$ cat src/rtl/rl_lj_pair_arbiter_if.sv
// rtl/rl_lj_pair_arbiter_if.sv - bundle of requester, pipeline, force and drain signals for rl_lj_pair_arbiter
// Ports (signals):
//   req_valid/req_r2/req_p_a/req_p_b/req_ready  requester handshake, packed per requester
//   pipe_r2/pipe_p_a/pipe_p_b/pipe_r2_valid     issue to the LJ force pipeline
//   pipe_force                                  pipeline result
//   force_out/force_valid/force_src             routed force
//   drain_req/drain_done/busy/inflight_cnt      drain handshake and status
// Modports: slave = arbiter side, master = requesters/pipeline/accumulator side.
interface rl_lj_pair_arbiter_if #(
  parameter int DATA_WIDTH = 32,
  parameter int NUM_REQ    = 4,
  parameter int SRC_WIDTH  = 2,
  parameter int CNT_WIDTH  = 7
);
  logic [NUM_REQ-1:0]            req_valid;
  logic [NUM_REQ*DATA_WIDTH-1:0] req_r2;
  logic [NUM_REQ*DATA_WIDTH-1:0] req_p_a;
  logic [NUM_REQ*DATA_WIDTH-1:0] req_p_b;
  logic [NUM_REQ-1:0]            req_ready;
  logic [DATA_WIDTH-1:0]         pipe_r2;
  logic [DATA_WIDTH-1:0]         pipe_p_a;
  logic [DATA_WIDTH-1:0]         pipe_p_b;
  logic                          pipe_r2_valid;
  logic [DATA_WIDTH-1:0]         pipe_force;
  logic [DATA_WIDTH-1:0]         force_out;
  logic                          force_valid;
  logic [SRC_WIDTH-1:0]          force_src;
  logic                          drain_req;
  logic                          drain_done;
  logic                          busy;
  logic [CNT_WIDTH-1:0]          inflight_cnt;

  modport slave (
    input  req_valid, req_r2, req_p_a, req_p_b, pipe_force, drain_req,
    output req_ready, pipe_r2, pipe_p_a, pipe_p_b, pipe_r2_valid,
           force_out, force_valid, force_src, drain_done, busy, inflight_cnt
  );

  modport master (
    output req_valid, req_r2, req_p_a, req_p_b, pipe_force, drain_req,
    input  req_ready, pipe_r2, pipe_p_a, pipe_p_b, pipe_r2_valid,
           force_out, force_valid, force_src, drain_done, busy, inflight_cnt
  );
endinterface

$ cat src/rtl/rl_lj_pair_arbiter.sv
// rtl/rl_lj_pair_arbiter.sv - round-robin pair scheduler for a shared fixed-latency LJ force pipeline
// Ports:
//   clk  rising-edge clock
//   rst  asynchronous active-high reset
//   bus  rl_lj_pair_arbiter_if.slave: requester handshake, pipeline issue/return,
//        routed force output, drain handshake, busy and inflight_cnt status
// Optional build macro RL_LJ_ARB_STATS_EN adds:
//   stat_clr (in), stat_issue_cnt (out, 32), stat_idle_cnt (out, 32), saturating counters
module rl_lj_pair_arbiter #(
  parameter int DATA_WIDTH   = 32,
  parameter int NUM_REQ      = 4,
  parameter int SRC_WIDTH    = 2,
  parameter int PIPE_LATENCY = 59,
  parameter int CNT_WIDTH    = 7
) (
  input  logic                clk,
  input  logic                rst,
  rl_lj_pair_arbiter_if.slave bus
`ifdef RL_LJ_ARB_STATS_EN
  ,
  input  logic                stat_clr,
  output logic [31:0]         stat_issue_cnt,
  output logic [31:0]         stat_idle_cnt
`endif
);

  typedef enum logic [1:0] {ST_RUN, ST_DRAIN, ST_DRAINED} state_t;

  state_t                 state;
  logic                   drain_done_r;
  logic [SRC_WIDTH-1:0]   rr_ptr;
  logic                   grant_en;
  logic [NUM_REQ-1:0]     grant;
  logic [SRC_WIDTH-1:0]   grant_src;
  logic [SRC_WIDTH-1:0]   next_ptr;
  logic                   xfer;
  int                     arb_idx;
  logic                   arb_found;
  logic [DATA_WIDTH-1:0]  sel_r2, sel_p_a, sel_p_b;

  logic [DATA_WIDTH-1:0]  pipe_r2_r, pipe_p_a_r, pipe_p_b_r;
  logic                   pipe_v_r;
  logic [SRC_WIDTH-1:0]   pipe_src_r;

  // Requester ID travels alongside the pipeline; the tail lines up with pipe_force.
  logic                   tag_v   [PIPE_LATENCY];
  logic [SRC_WIDTH-1:0]   tag_src [PIPE_LATENCY];

  logic [DATA_WIDTH-1:0]  force_out_r;
  logic                   force_valid_r;
  logic [SRC_WIDTH-1:0]   force_src_r;
  logic [CNT_WIDTH-1:0]   inflight;

  assign grant_en = (state == ST_RUN) && !bus.drain_req;

  // Scan NUM_REQ positions starting at rr_ptr; first valid requester wins.
  always_comb begin
    grant     = '0;
    grant_src = '0;
    arb_found = 1'b0;
    arb_idx   = 0;
    for (int k = 0; k < NUM_REQ; k++) begin
      arb_idx = int'(rr_ptr) + k;
      if (arb_idx >= NUM_REQ) arb_idx = arb_idx - NUM_REQ;
      for (int i = 0; i < NUM_REQ; i++) begin
        if (!arb_found && grant_en && (i == arb_idx) && bus.req_valid[i]) begin
          arb_found = 1'b1;
          grant[i]  = 1'b1;
          grant_src = SRC_WIDTH'(i);
        end
      end
    end
  end

  always_comb begin
    sel_r2  = '0;
    sel_p_a = '0;
    sel_p_b = '0;
    for (int i = 0; i < NUM_REQ; i++) begin
      if (grant[i]) begin
        sel_r2  = bus.req_r2 [i*DATA_WIDTH +: DATA_WIDTH];
        sel_p_a = bus.req_p_a[i*DATA_WIDTH +: DATA_WIDTH];
        sel_p_b = bus.req_p_b[i*DATA_WIDTH +: DATA_WIDTH];
      end
    end
  end

  assign xfer     = |grant;
  assign next_ptr = (grant_src == SRC_WIDTH'(NUM_REQ - 1)) ? '0 : grant_src + SRC_WIDTH'(1);

  // Issue register and round-robin pointer
  always_ff @(posedge clk or posedge rst) begin
    if (rst) begin
      pipe_r2_r  <= '0;
      pipe_p_a_r <= '0;
      pipe_p_b_r <= '0;
      pipe_v_r   <= 1'b0;
      pipe_src_r <= '0;
      rr_ptr     <= '0;
    end else begin
      pipe_v_r <= xfer;
      if (xfer) begin
        pipe_r2_r  <= sel_r2;
        pipe_p_a_r <= sel_p_a;
        pipe_p_b_r <= sel_p_b;
        pipe_src_r <= grant_src;
        rr_ptr     <= next_ptr;
      end
    end
  end

  // Tag delay line; clearing it on reset is what suppresses forces of pre-reset pairs.
  always_ff @(posedge clk or posedge rst) begin
    if (rst) begin
      for (int i = 0; i < PIPE_LATENCY; i++) begin
        tag_v[i]   <= 1'b0;
        tag_src[i] <= '0;
      end
    end else begin
      tag_v[0]   <= pipe_v_r;
      tag_src[0] <= pipe_src_r;
      for (int i = 1; i < PIPE_LATENCY; i++) begin
        tag_v[i]   <= tag_v[i-1];
        tag_src[i] <= tag_src[i-1];
      end
    end
  end

  // Routed force output and in-flight accounting
  always_ff @(posedge clk or posedge rst) begin
    if (rst) begin
      force_out_r   <= '0;
      force_valid_r <= 1'b0;
      force_src_r   <= '0;
      inflight      <= '0;
    end else begin
      force_valid_r <= tag_v[PIPE_LATENCY-1];
      if (tag_v[PIPE_LATENCY-1]) begin
        force_out_r <= bus.pipe_force;
        force_src_r <= tag_src[PIPE_LATENCY-1];
      end
      if (xfer && !force_valid_r)
        inflight <= inflight + CNT_WIDTH'(1);
      else if (!xfer && force_valid_r)
        inflight <= inflight - CNT_WIDTH'(1);
    end
  end

  // Drain FSM; drain_done is registered together with the state it reflects.
  always_ff @(posedge clk or posedge rst) begin
    if (rst) begin
      state        <= ST_RUN;
      drain_done_r <= 1'b0;
    end else begin
      case (state)
        ST_RUN: begin
          drain_done_r <= 1'b0;
          if (bus.drain_req) state <= ST_DRAIN;
        end
        ST_DRAIN: begin
          // An empty pipeline wins over a simultaneous drain_req drop.
          if (inflight == '0) begin
            state        <= ST_DRAINED;
            drain_done_r <= 1'b1;
          end else if (!bus.drain_req) begin
            state        <= ST_RUN;
            drain_done_r <= 1'b0;
          end
        end
        ST_DRAINED: begin
          if (!bus.drain_req) begin
            state        <= ST_RUN;
            drain_done_r <= 1'b0;
          end
        end
        default: begin
          state        <= ST_RUN;
          drain_done_r <= 1'b0;
        end
      endcase
    end
  end

`ifdef RL_LJ_ARB_STATS_EN
  always_ff @(posedge clk or posedge rst) begin
    if (rst) begin
      stat_issue_cnt <= '0;
      stat_idle_cnt  <= '0;
    end else if (stat_clr) begin
      stat_issue_cnt <= '0;
      stat_idle_cnt  <= '0;
    end else begin
      if (xfer && (stat_issue_cnt != '1))
        stat_issue_cnt <= stat_issue_cnt + 32'd1;
      if ((state == ST_RUN) && (bus.req_valid == '0) && (stat_idle_cnt != '1))
        stat_idle_cnt <= stat_idle_cnt + 32'd1;
    end
  end
`endif

  assign bus.req_ready     = grant;
  assign bus.pipe_r2       = pipe_r2_r;
  assign bus.pipe_p_a      = pipe_p_a_r;
  assign bus.pipe_p_b      = pipe_p_b_r;
  assign bus.pipe_r2_valid = pipe_v_r;
  assign bus.force_out     = force_out_r;
  assign bus.force_valid   = force_valid_r;
  assign bus.force_src     = force_src_r;
  assign bus.drain_done    = drain_done_r;
  assign bus.busy          = (inflight != '0);
  assign bus.inflight_cnt  = inflight;

endmodule

$ cat src/flat_wrapper.sv
// flat-port wrapper written by rule: the top's interface ports become plain ports
module rl_lj_pair_arbiter_flat 
#(
  parameter int DATA_WIDTH   = 32,
  parameter int NUM_REQ      = 4,
  parameter int SRC_WIDTH    = 2,
  parameter int PIPE_LATENCY = 59,
  parameter int CNT_WIDTH    = 7
)
  (clk, rst, bus_req_valid, bus_req_r2, bus_req_p_a, bus_req_p_b, bus_pipe_force, bus_drain_req, bus_req_ready, bus_pipe_r2, bus_pipe_p_a, bus_pipe_p_b, bus_pipe_r2_valid, bus_force_out, bus_force_valid, bus_force_src, bus_drain_done, bus_busy, bus_inflight_cnt);
  rl_lj_pair_arbiter_if #(.DATA_WIDTH(DATA_WIDTH), .NUM_REQ(NUM_REQ), .SRC_WIDTH(SRC_WIDTH), .CNT_WIDTH(CNT_WIDTH)) bus_i ();
  input  logic clk;
  input  logic rst;
  input wire logic [$bits(bus_i.req_valid)-1:0] bus_req_valid;
  input wire logic [$bits(bus_i.req_r2)-1:0] bus_req_r2;
  input wire logic [$bits(bus_i.req_p_a)-1:0] bus_req_p_a;
  input wire logic [$bits(bus_i.req_p_b)-1:0] bus_req_p_b;
  input wire logic [$bits(bus_i.pipe_force)-1:0] bus_pipe_force;
  input wire logic [$bits(bus_i.drain_req)-1:0] bus_drain_req;
  output wire logic [$bits(bus_i.req_ready)-1:0] bus_req_ready;
  output wire logic [$bits(bus_i.pipe_r2)-1:0] bus_pipe_r2;
  output wire logic [$bits(bus_i.pipe_p_a)-1:0] bus_pipe_p_a;
  output wire logic [$bits(bus_i.pipe_p_b)-1:0] bus_pipe_p_b;
  output wire logic [$bits(bus_i.pipe_r2_valid)-1:0] bus_pipe_r2_valid;
  output wire logic [$bits(bus_i.force_out)-1:0] bus_force_out;
  output wire logic [$bits(bus_i.force_valid)-1:0] bus_force_valid;
  output wire logic [$bits(bus_i.force_src)-1:0] bus_force_src;
  output wire logic [$bits(bus_i.drain_done)-1:0] bus_drain_done;
  output wire logic [$bits(bus_i.busy)-1:0] bus_busy;
  output wire logic [$bits(bus_i.inflight_cnt)-1:0] bus_inflight_cnt;
  assign bus_i.req_valid = bus_req_valid;
  assign bus_i.req_r2 = bus_req_r2;
  assign bus_i.req_p_a = bus_req_p_a;
  assign bus_i.req_p_b = bus_req_p_b;
  assign bus_i.pipe_force = bus_pipe_force;
  assign bus_i.drain_req = bus_drain_req;
  assign bus_req_ready = bus_i.req_ready;
  assign bus_pipe_r2 = bus_i.pipe_r2;
  assign bus_pipe_p_a = bus_i.pipe_p_a;
  assign bus_pipe_p_b = bus_i.pipe_p_b;
  assign bus_pipe_r2_valid = bus_i.pipe_r2_valid;
  assign bus_force_out = bus_i.force_out;
  assign bus_force_valid = bus_i.force_valid;
  assign bus_force_src = bus_i.force_src;
  assign bus_drain_done = bus_i.drain_done;
  assign bus_busy = bus_i.busy;
  assign bus_inflight_cnt = bus_i.inflight_cnt;
  rl_lj_pair_arbiter #(.DATA_WIDTH(DATA_WIDTH), .NUM_REQ(NUM_REQ), .SRC_WIDTH(SRC_WIDTH), .PIPE_LATENCY(PIPE_LATENCY), .CNT_WIDTH(CNT_WIDTH)) u_core (.clk(clk), .rst(rst), .bus(bus_i));
endmodule
$ cat config.mk
export PLATFORM = sky130hd
export DESIGN_NAME = rl_lj_pair_arbiter_flat
export DESIGN_NICKNAME = d
export VERILOG_FILES = /design/src/rtl/rl_lj_pair_arbiter_if.sv /design/src/rtl/rl_lj_pair_arbiter.sv /design/src/flat_wrapper.sv
export SDC_FILE = /design/constraint.sdc
export NUM_CORES = 1
export LEC_CHECK = 0
export BUFFER_PORTS_ARGS = -buffer_cell sky130_fd_sc_hd__buf_2
export CORE_AREA = 2 2 223 225
export CTS_CLUSTER_DIAMETER = 200
export DETAILED_ROUTE_END_ITERATION = 10
export DIE_AREA = 0 0 225 227
export HOLD_SLACK_MARGIN = 0.05
export PLACE_DENSITY = 0.58
export SYNTH_ARGS = -nofsm -noshare
export SYNTH_HDL_FRONTEND = slang
export SYNTH_SLANG_ARGS = --single-unit
$ cat constraint.sdc
create_clock -name clk -period 11.4 [get_ports clk]
set_clock_uncertainty 0.15 [all_clocks]
set_input_delay 1.14 -clock clk [delete_from_list [all_inputs] [get_ports clk]]
set_output_delay 1.14 -clock clk [all_outputs]
set_load 0.02 [all_outputs]
* Word level (Yosys, flattened, before mapping)
Index checks and enable logic that the tools add are counted.
Word-level totals: register bits 323, input bits 423, output and inout bits 145
Cells by class: add/sub/neg operators 10, $lt $le $gt $ge 4, equality and inequality tests 16, multiplexer cells 71, reductions and logical operators 77
Operators by type and width (number):
- $mux 32 | 16
- $eq 3x32->1 const A | 8
- $eq 2x32->1 const A | 4
- $logic_not 32->1 | 4
- $ge 32x4->1 const B | 3
- $sub 32x4->32 const B | 3
- $logic_and 1x1->1 | 50
- $mux 2 | 18
- $mux 1 | 33
- $logic_not 1->1 | 18
- $mux 7 | 2
- $add 7x1->7 const B | 1
- $logic_not 7->1 | 1
- $reduce_bool 7->1 | 1
- $sub 7x1->7 const B | 1
- $add 2x2->3 const B | 2
- $pmux 2 s3 | 1
- $eq 2x2->1 const B | 2
- $reduce_or 4->1 | 1
- $sub 2x3->4 const B | 1
- $add 2x1->3 const B | 1
- $ge 2x3->1 const B | 1
- $add 2x1->2 const B | 1
- $eq 2x1->1 const B | 1
- other kinds (4) | 4

* Logic depth before layout (Yosys ltp)
Gate-level depths: netlist (run 1).
depth after elaboration 86, depth in mapped cells 18

* Least setup slack after synthesis (run 1)
OpenSTA, ideal clock, no wires.
kind input -> register, from in bus_drain_req, to reg u_core.inflight[6], in the netlist u_core.bus.inflight_cnt[6], library setup time 0.131 ns, arrival 4.334 ns, required time 11.119 ns, setup slack 6.785 ns, stages on the path 16, buffers on the path 2, path through nand2b_1 > or3_1 > a41o_1 > and3_4 > or4_4 > buf_6 > buf_2 > ha_1 > inv_1 > ha_1 > nor2b_1 > o31a_1 > o21ai_0 > a21oi_1 > o21ba_2 > xor2_1
Between the ends: longest elaborated chain between the ends 84
Ends and longest elaborated chain:
- start: declaration | line flat_wrapper.sv:19 | input wire logic [$bits(bus_i.drain_req)-1:0] bus_drain_req;
- $logic_not 1->1 * | line rl_lj_pair_arbiter.sv:54 | assign grant_en = (state == ST_RUN) && !bus.drain_req;
- $logic_and 1x1->1 * | line rl_lj_pair_arbiter.sv:54
- $logic_and 1x1->1 (2 in series) | line rl_lj_pair_arbiter.sv:66 | if (!arb_found && grant_en && (i == arb_idx) && bus.req_valid[i]) begin
- $mux 1 | line rl_lj_pair_arbiter.sv:66
- $logic_not 1->1 | line rl_lj_pair_arbiter.sv:66
- $logic_and 1x1->1 (3 in series) | line rl_lj_pair_arbiter.sv:66
- $mux 1 | line rl_lj_pair_arbiter.sv:66
- $logic_not 1->1 | line rl_lj_pair_arbiter.sv:66
- (+64 left out)
- $logic_not 1->1 | line rl_lj_pair_arbiter.sv:66
- $logic_and 1x1->1 (3 in series) | line rl_lj_pair_arbiter.sv:66
- $mux 1 | line rl_lj_pair_arbiter.sv:66
- $reduce_or 4->1 * | line rl_lj_pair_arbiter.sv:88 | assign xfer = |grant;
- named net u_core.xfer | line rl_lj_pair_arbiter.sv:36 | logic xfer;
- $logic_not 1->1 | line rl_lj_pair_arbiter.sv:144 | else if (!xfer && force_valid_r)
- $logic_and 1x1->1 | line rl_lj_pair_arbiter.sv:144
- $reduce_bool 2->1 (no line)
- end signal: assignment | line rl_lj_pair_arbiter.sv:143 | inflight <= inflight + CNT_WIDTH'(1);
- end signal: assignment | line rl_lj_pair_arbiter.sv:145 | inflight <= inflight - CNT_WIDTH'(1);
- end: declaration | line rl_lj_pair_arbiter.sv:52 | logic [CNT_WIDTH-1:0] inflight;
Mark *: on every way through the listed nets, which the timed path passes. The rest lies on a longest branch. A chain may end at the register's enable or synchronous reset.

* Final worst setup path (run 1)
from in bus_drain_req, to reg u_core.inflight[6], in the netlist u_core.bus.inflight_cnt[6]
Between the ends: longest elaborated chain between the ends 84
Ends and longest elaborated chain (line):
- $logic_not 1->1 * | rl_lj_pair_arbiter.sv:54
- $logic_and 1x1->1 * | rl_lj_pair_arbiter.sv:54
- $logic_and 1x1->1 (2 in series) | rl_lj_pair_arbiter.sv:66
- $mux 1 | rl_lj_pair_arbiter.sv:66
- $logic_not 1->1 | rl_lj_pair_arbiter.sv:66
- $logic_and 1x1->1 (3 in series) | rl_lj_pair_arbiter.sv:66
- $mux 1 | rl_lj_pair_arbiter.sv:66
- $logic_not 1->1 | rl_lj_pair_arbiter.sv:66
- (+63 left out)
- $mux 1 | rl_lj_pair_arbiter.sv:66
- $logic_not 1->1 | rl_lj_pair_arbiter.sv:66
- $logic_and 1x1->1 (3 in series) | rl_lj_pair_arbiter.sv:66
- $mux 1 | rl_lj_pair_arbiter.sv:66
- $reduce_or 4->1 * | rl_lj_pair_arbiter.sv:88
- $logic_not 1->1 | rl_lj_pair_arbiter.sv:144
- $logic_and 1x1->1 | rl_lj_pair_arbiter.sv:144
- $reduce_bool 2->1 (no line)
Every way passes the cells marked *; elsewhere a longest branch is shown, timed or not.

==> summary.txt, run 1 <==
Via count: 9817
Syn Nets: 1340
Hold Crit Start: u_core.tag_src[11]
PwrDens: 255 nW/um^2
Cell Chain, Critical Path: buf_2 -> nand2b_1 -> or3_1 -> a41o_1 -> and3_4 -> or4_4 -> ha_1 -> inv_1 -> ha_1 -> nor2b_1 -> o31a_1 -> o21ai_0 -> a21oi_1 -> o21ba_2 -> xor2_1
Startpoint class of the critical path: input pin
Cells on worst reg2reg path: 16
GRT Util Overall: 0.150
Status: finished, final reports clean
Vias per cell: 4.62
Starting Density: 0.247
Synth cell types: 46
Wire length per cell: 18.8 um
Sum Neg Setup Slack: 0 ns
CTS tree: yes
EDFF count, synth: 0
Cts repair resizes: 0
Crit path max fanout: 44
Reg2Reg Setup Slack: 6.52 ns
MaxCap Viol Count: 0
Worst-skew pair later-pin latency: 0.54 ns
Final WS setup: 6.44 ns
Final hold vios: 0
Total power draw: 4.25 mW
Initial antenna violation count: 17
Post-Place Worst Slack: 5.90 ns
Gate Count Post-Synth: 906
Final Net Count: 1895
Seq/Total Area, Yosys: 0.674
Final Hold Slack: 0.188 ns
I/O pin count: 568
Max-slew violations: 0
Syn Area/Cell: 13.2 um^2
Drt first pass iters: 10
Maximum vdd drop: 0.123 mV
CTS H-Tree Depth: 2
DP Area: 15400 um^2
Synth area leaders: dfrtp_1 (67%), a222oi_1 (8.0%), o211ai_1 (4.2%), inv_1 (3.3%), mux2_2 (3.3%)
Setup Fix Bufs, Post-CTS: 0
GR Overflow Total: 0
DRT Wirelength: 40.0 mm
Worst Hold End: u_core.tag_src[9]
Unrepaired setup endpoints after global routing: no
Clock Pin Slew Worst Setup and Hold Paths: 0.06 ns
Largest stage delay on the critical path: 0.86 ns
WS Path Type: in2reg
Flops & latches, synth: 323
Endpoint class of the critical path: register
Hold_buf cts: 0
Top_reg_cell synth: dfrtp_1
Critical Path RT: 11.67 ns
Syn Std Cell Area: 12000 um^2
Worst reg2reg path endpoint: u_core.bus.inflight_cnt[6]
Finished Cell Area: 16700 um^2
Fmax: 202 MHz
Area Growth Syn to Fin: 38.9%
Launch point of the worst reg-to-reg path: u_core.state[0]
Setup-failing EPs final: 0
Die area: 51100 um^2
Most common cell after layout, fill and taps aside: buf_2
Violation count after the first detailed-route iteration: 890
Shortest period the worst path allows: 4.96 ns
Row count: 81
DRC: 0
Hold Crit Depth: 0
Pin count of the biggest net entering global routing: 124
Asr flop ratio synth: 1.00
Area share of the largest cell type after synthesis: 0.674
Tcrit/Tclk final: 0.435
# port buffers: 567
Class of the worst hold path: reg2reg
Commonest non-fill, non-tap cells in the layout: buf_2 (567), dfrtp_1 (323), inv_1 (106), nand2_1 (105), a222oi_1 (96)
Synth Warn #: 0
Worst slew margin: 0.405
Die Wd: 225 um
Proportion of layout cells with a drive suffix above 1: 0.477
Dpl hpwl: 29.7 mm
Leak pwr: 8.43 nW
Core Region: 48500 um^2
CTS buffer count: 37
Clock tree sinks: 323
Die Ht: 227 um
Leading area contributor after synthesis: dfrtp_1
CTS root buf: clkbuf_16
Worst Tran Pin Value: 0.893 ns
CP most frequent cell: ha_1
Post-DRT Antenna Nets: 0
Vias in the first global route: 9938
First-pass GRT wire length: 58.3 mm
Slowest cell on crit path: or4_4
WP data arrival: 5.23 ns
GPL Wtd Cong: 0.848
Clock Path Buffers: 3
## per-layer routing
metal | global-route usage | wire, um
met1 | 0.182 | 15600
met5 | 0 | 41
met3 | 0.0542 | 4170
met2 | 0.233 | 18200
met4 | 0.0848 | 1890
## power breakdown
| part | total (mW) | internal, mW | switching (mW) |
|---|---|---|---|
| logic | 1.33 | 0.492 | 0.835 |
| registers | 1.77 | 1.57 | 0.195 |
| clock network | 1.16 | 0.675 | 0.486 |
## cell families (layout without fill, tap and decap cells)
| kind of cell | after synthesis | in the layout | share of synthesized area |
|---|---|---|---|
| adder cells (fa/ha/maj) | 11 | 11 | 0.0121 |
| buffers and inverters | 169 | 752 | 0.0570 |
| XOR/XNOR | 5 | 5 | 0.00365 |
| AO/OA/AOI/OAI | 224 | 224 | 0.170 |
| flip-flops | 323 | 323 | 0.674 |
| AND/OR/NAND/NOR | 136 | 136 | 0.0481 |
| multiplexers | 38 | 38 | 0.0353 |
| other | 0 | 13 | 0 |
## cells in the mapped netlist (all sizes together), types with 2 or more instances
cell and n:
nor3 6, clkbuf 47, dfrtp 323, nand2 105, o211ai 97, a21oi 5
and3b 2, nand2b 2, a211o 2, mux2i 3, xor2 3, nand3 2
o21ai 10, xnor2 2, mux2 35, a222oi 96, a21o 2, inv 107
o21a 2, ha 10, or3 3, nor2 8, buf 15, and3 2
## cell type report
type | count | area (um^2)
clock buffer | 51 | 1050
fill | 4854 | 31900
antenna | 13 | 32.5
inverter | 107 | 409
sequential | 323 | 8080
tap | 622 | 778
clock inverter | 16 | 149
timing repair buffer | 578 | 2920
multi-input combinational | 414 | 3250
## registers in the layout, indices dropped and copies added, names as in the netlist
signal / count
u_core.bus.force_valid: 1
u_core.tag_v: 59
u_core.bus.pipe_r2: 32
u_core.bus.force_out: 32
u_core.bus.pipe_r2_valid: 1
u_core.bus.force_src: 2
u_core.bus.pipe_p_a: 32
u_core.pipe_src_r: 2
u_core.rr_ptr: 2
u_core.bus.drain_done: 1
u_core.bus.pipe_p_b: 32
u_core.bus.inflight_cnt: 7
u_core.state: 2
u_core.tag_src: 118
## how the worst max path moves through the flow
stage	start	slack (ns)	to	depth (start not counted)
after floorplan	rst	1.17	u_core.bus.drain_done	1
after detailed placement	bus_drain_req	5.90	u_core.bus.inflight_cnt[6]	15
after CTS	bus_drain_req	6.49	u_core.bus.inflight_cnt[6]	15
after global placement	bus_drain_req	5.99	u_core.bus.inflight_cnt[6]	15
after global routing	bus_drain_req	6.22	u_core.bus.inflight_cnt[6]	15
final	bus_drain_req	6.44	u_core.bus.inflight_cnt[6]	15
## worst max-delay path, delay by kind of cell
| family | cells | cell delay, ns |
|---|---|---|
| AOI/OAI and AO/OA | 5 | 0.99 |
| xor gates and xnor gates | 1 | 0.13 |
| adders and majority gates | 2 | 0.67 |
| buffers and inverters | 2 | 0.31 |
| and+or+nand+nor | 5 | 1.95 |
## stage by stage
step / utilization / instances
finish: 0.343 / 2124
global placement: 0.318 / 2044
global route: 0.343 / 2118
detailed placement: 0.318 / 2044
CTS: 0.343 / 2111
floorplan: - / 906
No activity file was read; power rests on OpenSTA's default activity.
==> run 2, diff against run 1 <==
ABC_AREA = 1   (was default)
CORE_AREA = 2 2 220 222   (was 2 2 223 225)
DIE_AREA = 0 0 222 224   (was 0 0 225 227)
PLACE_DENSITY = 0.62   (was 0.58)
clock period = 5 ns   (was 11.4 ns; I/O delays follow)
==> summary.txt, run 2 <==
Status: finished, final reports clean (unchanged)
Most common cell after layout, fill and taps aside: buf_2 (unchanged)
Final hold vios: 0 (unchanged)
Cells on worst reg2reg path: 29 (was 16)
First-pass GRT wire length: 68.3 mm (was 58.3 mm)
Syn Area/Cell: 9.08 um^2 (was 13.2 um^2)
Shortest period the worst path allows: 4.43 ns
Synth Warn #: 0 (unchanged)
DRT Wirelength: 44.6 mm (was 40.0 mm)
Final Net Count: 2567 (was 1895)
Initial antenna violation count: 7 (was 17)
Clock Pin Slew Worst Setup and Hold Paths: 0.06 ns (about the same)
# port buffers: 567 (unchanged)
Unrepaired setup endpoints after global routing: no (unchanged)
Setup-failing EPs final: 0 (unchanged)
Clock tree sinks: 323 (unchanged)
Tcrit/Tclk final: 0.887
DRC: 0 (unchanged)
Seq/Total Area, Yosys: 0.612 (was 0.674)
Post-Place Worst Slack: 0.486 ns (was 5.90 ns)
Area Growth Syn to Fin: 45.4% (was 38.9%)
Class of the worst hold path: in2reg (was reg2reg)
Dpl hpwl: 32.1 mm (was 29.7 mm)
Top_reg_cell synth: dfrtp_1 (unchanged)
Vias per cell: 4.48 (was 4.62)
Non-filler cells, final: 2778 (was 2124)
Synth cell types: 38 (was 46)
Proportion of layout cells with a drive suffix above 1: 0.325 (was 0.477)
Fmax: 226 MHz
Wire length per cell: 16.0 um (was 18.8 um)
Critical path buffers and inverters: 5 (was 2)
Leading area contributor after synthesis: dfrtp_1 (unchanged)
Final core utilization: 0.405 (was 0.343)
Syn Std Cell Area: 13200 um^2 (was 12000 um^2)
GPL Wtd Cong: 0.920 (was 0.848)
Max reg flops: 118 (unchanged)
Worst reg2reg path endpoint: u_core.bus.inflight_cnt[6] (unchanged)
Violation count after the first detailed-route iteration: 615 (was 890)
Post-DRT Antenna Nets: 0 (unchanged)
Top reg by flops: u_core.tag_src (unchanged)
Row count: 80 (was 81)
GR Overflow Total: 0 (unchanged)
Leak pwr: 10.5 nW (was 8.43 nW)
Core Region: 47300 um^2 (was 48500 um^2)
I/O pin count: 568 (unchanged)
Vias in the first global route: 12825 (was 9938)
Placed Cells: 2586 (was 2044)
Worst Hold End: u_core.bus.pipe_r2[9] (was u_core.tag_src[9])
Endpoint class of the critical path: register (unchanged)
Critical Path RT: 5.30 ns (was 11.67 ns)
Worst slew margin: 0.403 (was 0.405)
Sum Neg Setup Slack: 0 ns (unchanged)
Final WS setup: 0.567 ns (was 6.44 ns)
Reg2Reg Setup Slack: 0.57 ns (was 6.52 ns)
PwrDens: 580 nW/um^2 (was 255 nW/um^2)
CTS tree: yes (unchanged)
Area share of the largest cell type after synthesis: 0.612 (was 0.674)
EDFF count, synth: 0 (unchanged)
Commonest non-fill, non-tap cells in the layout: buf_2 (567), nand2_1 (509), dfrtp_1 (323), inv_1 (126), dlygate4sd3_1 (122) (was buf_2 (567), dfrtp_1 (323), inv_1 (106), nand2_1 (105), a222oi_1 (96))
Maximum vdd drop: 0.529 mV (was 0.123 mV)
Syn Nets: 1887 (was 1340)
Clock Path Buffers: 3 (unchanged)
Worst-skew pair later-pin latency: 0.55 ns (was 0.54 ns)
MaxCap Viol Count: 0 (unchanged)
Asr flop ratio synth: 1.00 (unchanged)
Crit path max fanout: 7 (was 44)
Post-synth top cells: nand2_1 (510), dfrtp_1 (323), inv_1 (128), nor2_1 (120), nand3_1 (109) (was dfrtp_1 (323), inv_1 (107), nand2_1 (105), a222oi_1 (96), o211ai_1 (67))
WS Path Type: reg2reg (was in2reg)
Hold Crit Depth: 3 (was 0)
CTS root buf: clkbuf_16 (unchanged)
CTS H-Tree Depth: 2 (unchanged)
Slowest cell on crit path: dfrtp_1 (was or4_4)
Max-slew violations: 0 (unchanged)
Die area: 49700 um^2 (was 51100 um^2)
Hold Crit Start: bus_req_r2[105] (was u_core.tag_src[11])
GRT Util Overall: 0.176 (was 0.150)
Die Ht: 224 um (was 227 um)
CP most frequent cell: nor2_1 (was ha_1)
Worst Tran Pin Value: 0.893 ns (about the same)
Largest stage delay on the critical path: 0.41 ns (was 0.86 ns)
Pin count of the biggest net entering global routing: 134 (was 124)
CP top delay family: simple AND/OR/NAND/NOR gates (unchanged)
Die Wd: 222 um (was 225 um)
Synth area leaders: dfrtp_1 (61%), nand2_1 (15%), nand3_1 (4.1%), a21oi_1 (3.9%), inv_1 (3.6%) (was dfrtp_1 (67%), a222oi_1 (8.0%), o211ai_1 (4.2%), inv_1 (3.3%), mux2_2 (3.3%))
Regs by FF count: u_core.tag_src x118, u_core.tag_v x59 (unchanged)
Launch point of the worst reg-to-reg path: u_core.state[0] (unchanged)
Startpoint class of the critical path: register (was input pin)
Flops & latches, synth: 323 (unchanged)
Starting Density: 0.279 (was 0.247)
CTS buffer count: 37 (unchanged)
Total power draw: 11.1 mW (was 4.25 mW)
WP data arrival: 4.73 ns (was 5.23 ns)
Via count: 12451 (was 9817)
Drt first pass iters: 5 (was 10)
Top-count cell post-synth: nand2_1 (was dfrtp_1)
Gate Count Post-Synth: 1453 (was 906)
==> run 2: power breakdown <==
part           switching (mW)  internal, mW  leakage, nW  total [mW]
combinational            2.89          1.42         5.89        4.32
sequential              0.449          3.65         3.98        4.10
clock                    1.10          1.62        0.610        2.72
total                    4.44          6.69         10.5        11.1
==> run 2: cells by family (layout without fill, tap and decap cells) <==
logic type | after synthesis | after routing | share of synthesized area
and+or+nand+nor | 766 | 766 | 0.237
DFF | 323 | 323 | 0.612
buffers and inverters | 197 | 902 | 0.0617
AOI/OAI and AO/OA | 120 | 120 | 0.0471
muxes | 34 | 34 | 0.0290
adders and majority gates | 11 | 11 | 0.0110
xor gates and xnor gates | 2 | 2 | 0.00133
other | 0 | 5 | 0
==> run 2: worst max-delay path by stage <==
stage                         start                          to  cells past startpoint
floorplan                       rst       u_core.bus.drain_done                      1
global placement    u_core.state[0]  u_core.bus.inflight_cnt[6]                     28
detailed placement  u_core.state[0]  u_core.bus.inflight_cnt[6]                     28
CTS                 u_core.state[0]  u_core.bus.inflight_cnt[6]                     28
global route        u_core.state[0]  u_core.bus.inflight_cnt[5]                     29
finish              u_core.state[0]  u_core.bus.inflight_cnt[6]                     29
==> run 2: per-layer routing <==
layer | vias up | wire (um) | GRT usage
met5 | - | 13 | 0
met4 | 2 | 2220 | 0.0987
met3 | 106 | 3210 | 0.0441
met2 | 546 | 22000 | 0.307
met1 | 5899 | 17100 | 0.197
li1 | 5898 | - | -
==> run 2: timing repair <==
item                                   4_1_cts  5_1_grt
endpoints found under the hold margin      147        0
setup endpoints to repair                    0        2
hold buffers                               122        0
resized for setup                            0        3
setup buffers                                0        1
==> run 2: tightest hold or removal path: stages <==
cell and delay [ns]:
buf_2 0.08, nand2_1 0.07, nand3_1 0.09
==> run 2: cell type report <==
type                    instances  area [um^2]
fillers                      4624        28200
flip-flops and latches        323         8080
multi-input cells             933         4350
repair buffers                708         4240
clock buffers                  49         1030
well taps                     615          769
inverters                     130          492
clock inverters                15          205
diodes                          5         12.5
==> run 2: per-stage QoR <==
| stage | area (um^2) | hold WS [ns] |
|---|---|---|
| CTS | 19200 | 0.0542 |
| global route | 19200 | 0.0586 |
| finish | 19200 | 0.0935 |
| global placement | 16700 | 0.184 |
| detailed placement | 16700 | 0.185 |
| floorplan | 13200 | 0.181 |
==> run 3, diff against run 2 <==
REMOVE_ABC_BUFFERS = 1   (was default)
SLEW_MARGIN = 20   (was default)
==> summary.txt, run 3 (synthesized netlist as in run 2, its figures left out) <==
Worst Tran Pin Value: 0.944 ns (was 0.893 ns)
Launch point of the worst reg-to-reg path: u_core.state[0] (unchanged)
Top reg by flops: u_core.tag_src (unchanged)
Wire length per cell: 15.3 um (was 16.0 um)
Unrepaired setup endpoints after global routing: no (unchanged)
Worst Hold End: u_core.bus.pipe_p_b[29] (was u_core.bus.pipe_r2[9])
Status: finished, final reports clean (unchanged)
GR Overflow Total: 0 (unchanged)
Slowest cell on crit path: dfrtp_1 (unchanged)
Most common cell after layout, fill and taps aside: buf_2 (unchanged)
Fillers: 4590 (was 4624)
Fmax: 221 MHz (was 226 MHz)
Final core utilization: 0.407 (was 0.405)
Hold Crit Start: bus_req_p_b[125] (was bus_req_r2[105])
Die area: 49700 um^2 (unchanged)
CTS tree: yes (unchanged)
Total power draw: 11.2 mW (was 11.1 mW)
Critical path buffers and inverters: 4 (was 5)
Worst reg2reg path endpoint: u_core.bus.inflight_cnt[5] (was u_core.bus.inflight_cnt[6])
Core Region: 47300 um^2 (unchanged)
Hold Crit Depth: 3 (unchanged)
Setup-failing EPs final: 0 (unchanged)
Tcrit/Tclk final: 0.907 (was 0.887)
Shortest period the worst path allows: 4.53 ns (was 4.43 ns)
Cells on worst reg2reg path: 28 (was 29)
Reg area: 8080 um^2 (unchanged)
Drt first pass iters: 5 (unchanged)
MaxCap Viol Count: 0 (unchanged)
# port buffers: 567 (unchanged)
Row count: 80 (unchanged)
Final Net Count: 2573 (was 2567)
Clock Path Buffers: 3 (unchanged)
Worst slew margin: 0.371 (was 0.403)
Die Ht: 224 um (unchanged)
Max reg flops: 118 (unchanged)
Initial antenna violation count: 4 (was 7)
Clock tree sinks: 323 (unchanged)
Crit path max fanout: 7 (unchanged)
Endpoint class of the critical path: register (unchanged)
Dpl hpwl: 29.7 mm (was 32.1 mm)
Startpoint class of the critical path: register (unchanged)
DRC: 0 (unchanged)
GRT Util Overall: 0.170 (was 0.176)
Proportion of layout cells with a drive suffix above 1: 0.327 (was 0.325)
Via count: 12218 (was 12451)
CP most frequent cell: nor2_1 (unchanged)
Violation count after the first detailed-route iteration: 681 (was 615)
CTS root buf: clkbuf_16 (unchanged)
PwrDens: 582 nW/um^2 (was 580 nW/um^2)
Largest stage delay on the critical path: 0.40 ns (was 0.41 ns)
DRT Wirelength: 42.5 mm (was 44.6 mm)
Clock Pin Slew Worst Setup and Hold Paths: 0.06 ns (about the same)
Area Growth Syn to Fin: 46.1% (was 45.4%)
DP Area: 16700 um^2 (about the same)
Maximum vdd drop: 0.371 mV (was 0.529 mV)
Area of the multi-input gates: 4360 um^2 (was 4350 um^2)
Leak pwr: 10.5 nW (about the same)
I/O pin count: 568 (unchanged)
Class of the worst hold path: in2reg (unchanged)
Worst-skew pair later-pin latency: 0.55 ns (about the same)
WP data arrival: 4.85 ns (was 4.73 ns)
Vias per cell: 4.39 (was 4.48)
CTS H-Tree Depth: 2 (unchanged)
CP top delay family: simple AND/OR/NAND/NOR gates (unchanged)
GPL Wtd Cong: 0.912 (was 0.920)
Sum Neg Setup Slack: 0 ns (unchanged)
Reg2Reg Setup Slack: 0.47 ns (was 0.57 ns)
Critical Path RT: 5.32 ns (was 5.30 ns)
CTS buffer count: 37 (unchanged)
Commonest non-fill, non-tap cells in the layout: buf_2 (567), nand2_1 (509), dfrtp_1 (323), inv_1 (126), dlygate4sd3_1 (123) (was buf_2 (567), nand2_1 (509), dfrtp_1 (323), inv_1 (126), dlygate4sd3_1 (122))
First-pass GRT wire length: 66.5 mm (was 68.3 mm)
Vias in the first global route: 12739 (was 12825)
Max-slew violations: 0 (unchanged)
Post-DRT Antenna Nets: 0 (unchanged)
Final hold vios: 0 (unchanged)
Pin count of the biggest net entering global routing: 132 (was 134)
Regs by FF count: u_core.tag_src x118, u_core.tag_v x59 (unchanged)
Starting Density: 0.279 (unchanged)
Die Wd: 222 um (unchanged)
WS Path Type: reg2reg (unchanged)
Finished Cell Area: 19300 um^2 (was 19200 um^2)
-- run 3: worst max path at each step --
stage	start	to	depth (start not counted)
floorplan	rst	u_core.bus.drain_done	1
global placement	bus_req_valid[3]	u_core.bus.inflight_cnt[6]	24
detailed placement	u_core.state[0]	u_core.bus.inflight_cnt[6]	28
CTS	u_core.state[0]	u_core.bus.inflight_cnt[5]	27
global route	u_core.state[1]	u_core.bus.inflight_cnt[6]	28
finish	u_core.state[0]	u_core.bus.inflight_cnt[5]	28
-- run 3: what timing repair did --
action	4_1_cts	5_1_grt
buffers inserted	0	2
hold buffers	123	0
endpoints found under the setup margin	0	2
gates resized for setup	0	4
hold endpoints to repair	162	0
-- run 3: final cells by class --
| cell class | count | share of cell area |
|---|---|---|
| clock inverters | 17 | 0.0119 |
| multi-input cells | 933 | 0.226 |
| flip-flops and latches | 323 | 0.419 |
| diodes | 2 | 0.000260 |
| inverters | 130 | 0.0257 |
| clock buffers | 50 | 0.0548 |
| repair buffers | 714 | 0.222 |
| well taps | 615 | 0.0399 |
-- run 3: power by group --
part	internal [mW]	switching (mW)
Combinational	1.45	2.89
Sequential	3.65	0.435
Clock	1.71	1.10
Total	6.81	4.42
-- run 3: metal layers --
layer	vias to the layer above	wire length, um	global-route usage
li1	5904	-	-
met1	5712	17700	0.203
met2	505	19800	0.289
met3	97	3060	0.0393
met4	0	1970	0.0848
met5	-	0	0
-- run 3: per-stage QoR --
| stage | worst slack [ns] | hold slack (ns) | cells |
|---|---|---|---|
| final | 0.467 | 0.100 | 2784 |
| after global routing | 0.0423 | 0.0756 | 2783 |
| after CTS | 0.398 | 0.0539 | 2780 |
| after detailed placement | 0.435 | 0.185 | 2590 |
| after global placement | 0.570 | 0.184 | 2590 |
| after floorplan | -4.59 | 0.181 | 1386 |
-- run 3: worst reg2reg max path, delay by kind of cell (launching register included) --
kind	cells	cell delay, ns
fa+ha+maj	3	0.76
buf+inv	4	0.42
flops	1	0.40
compound gates	6	0.96
simple gates	15	1.79
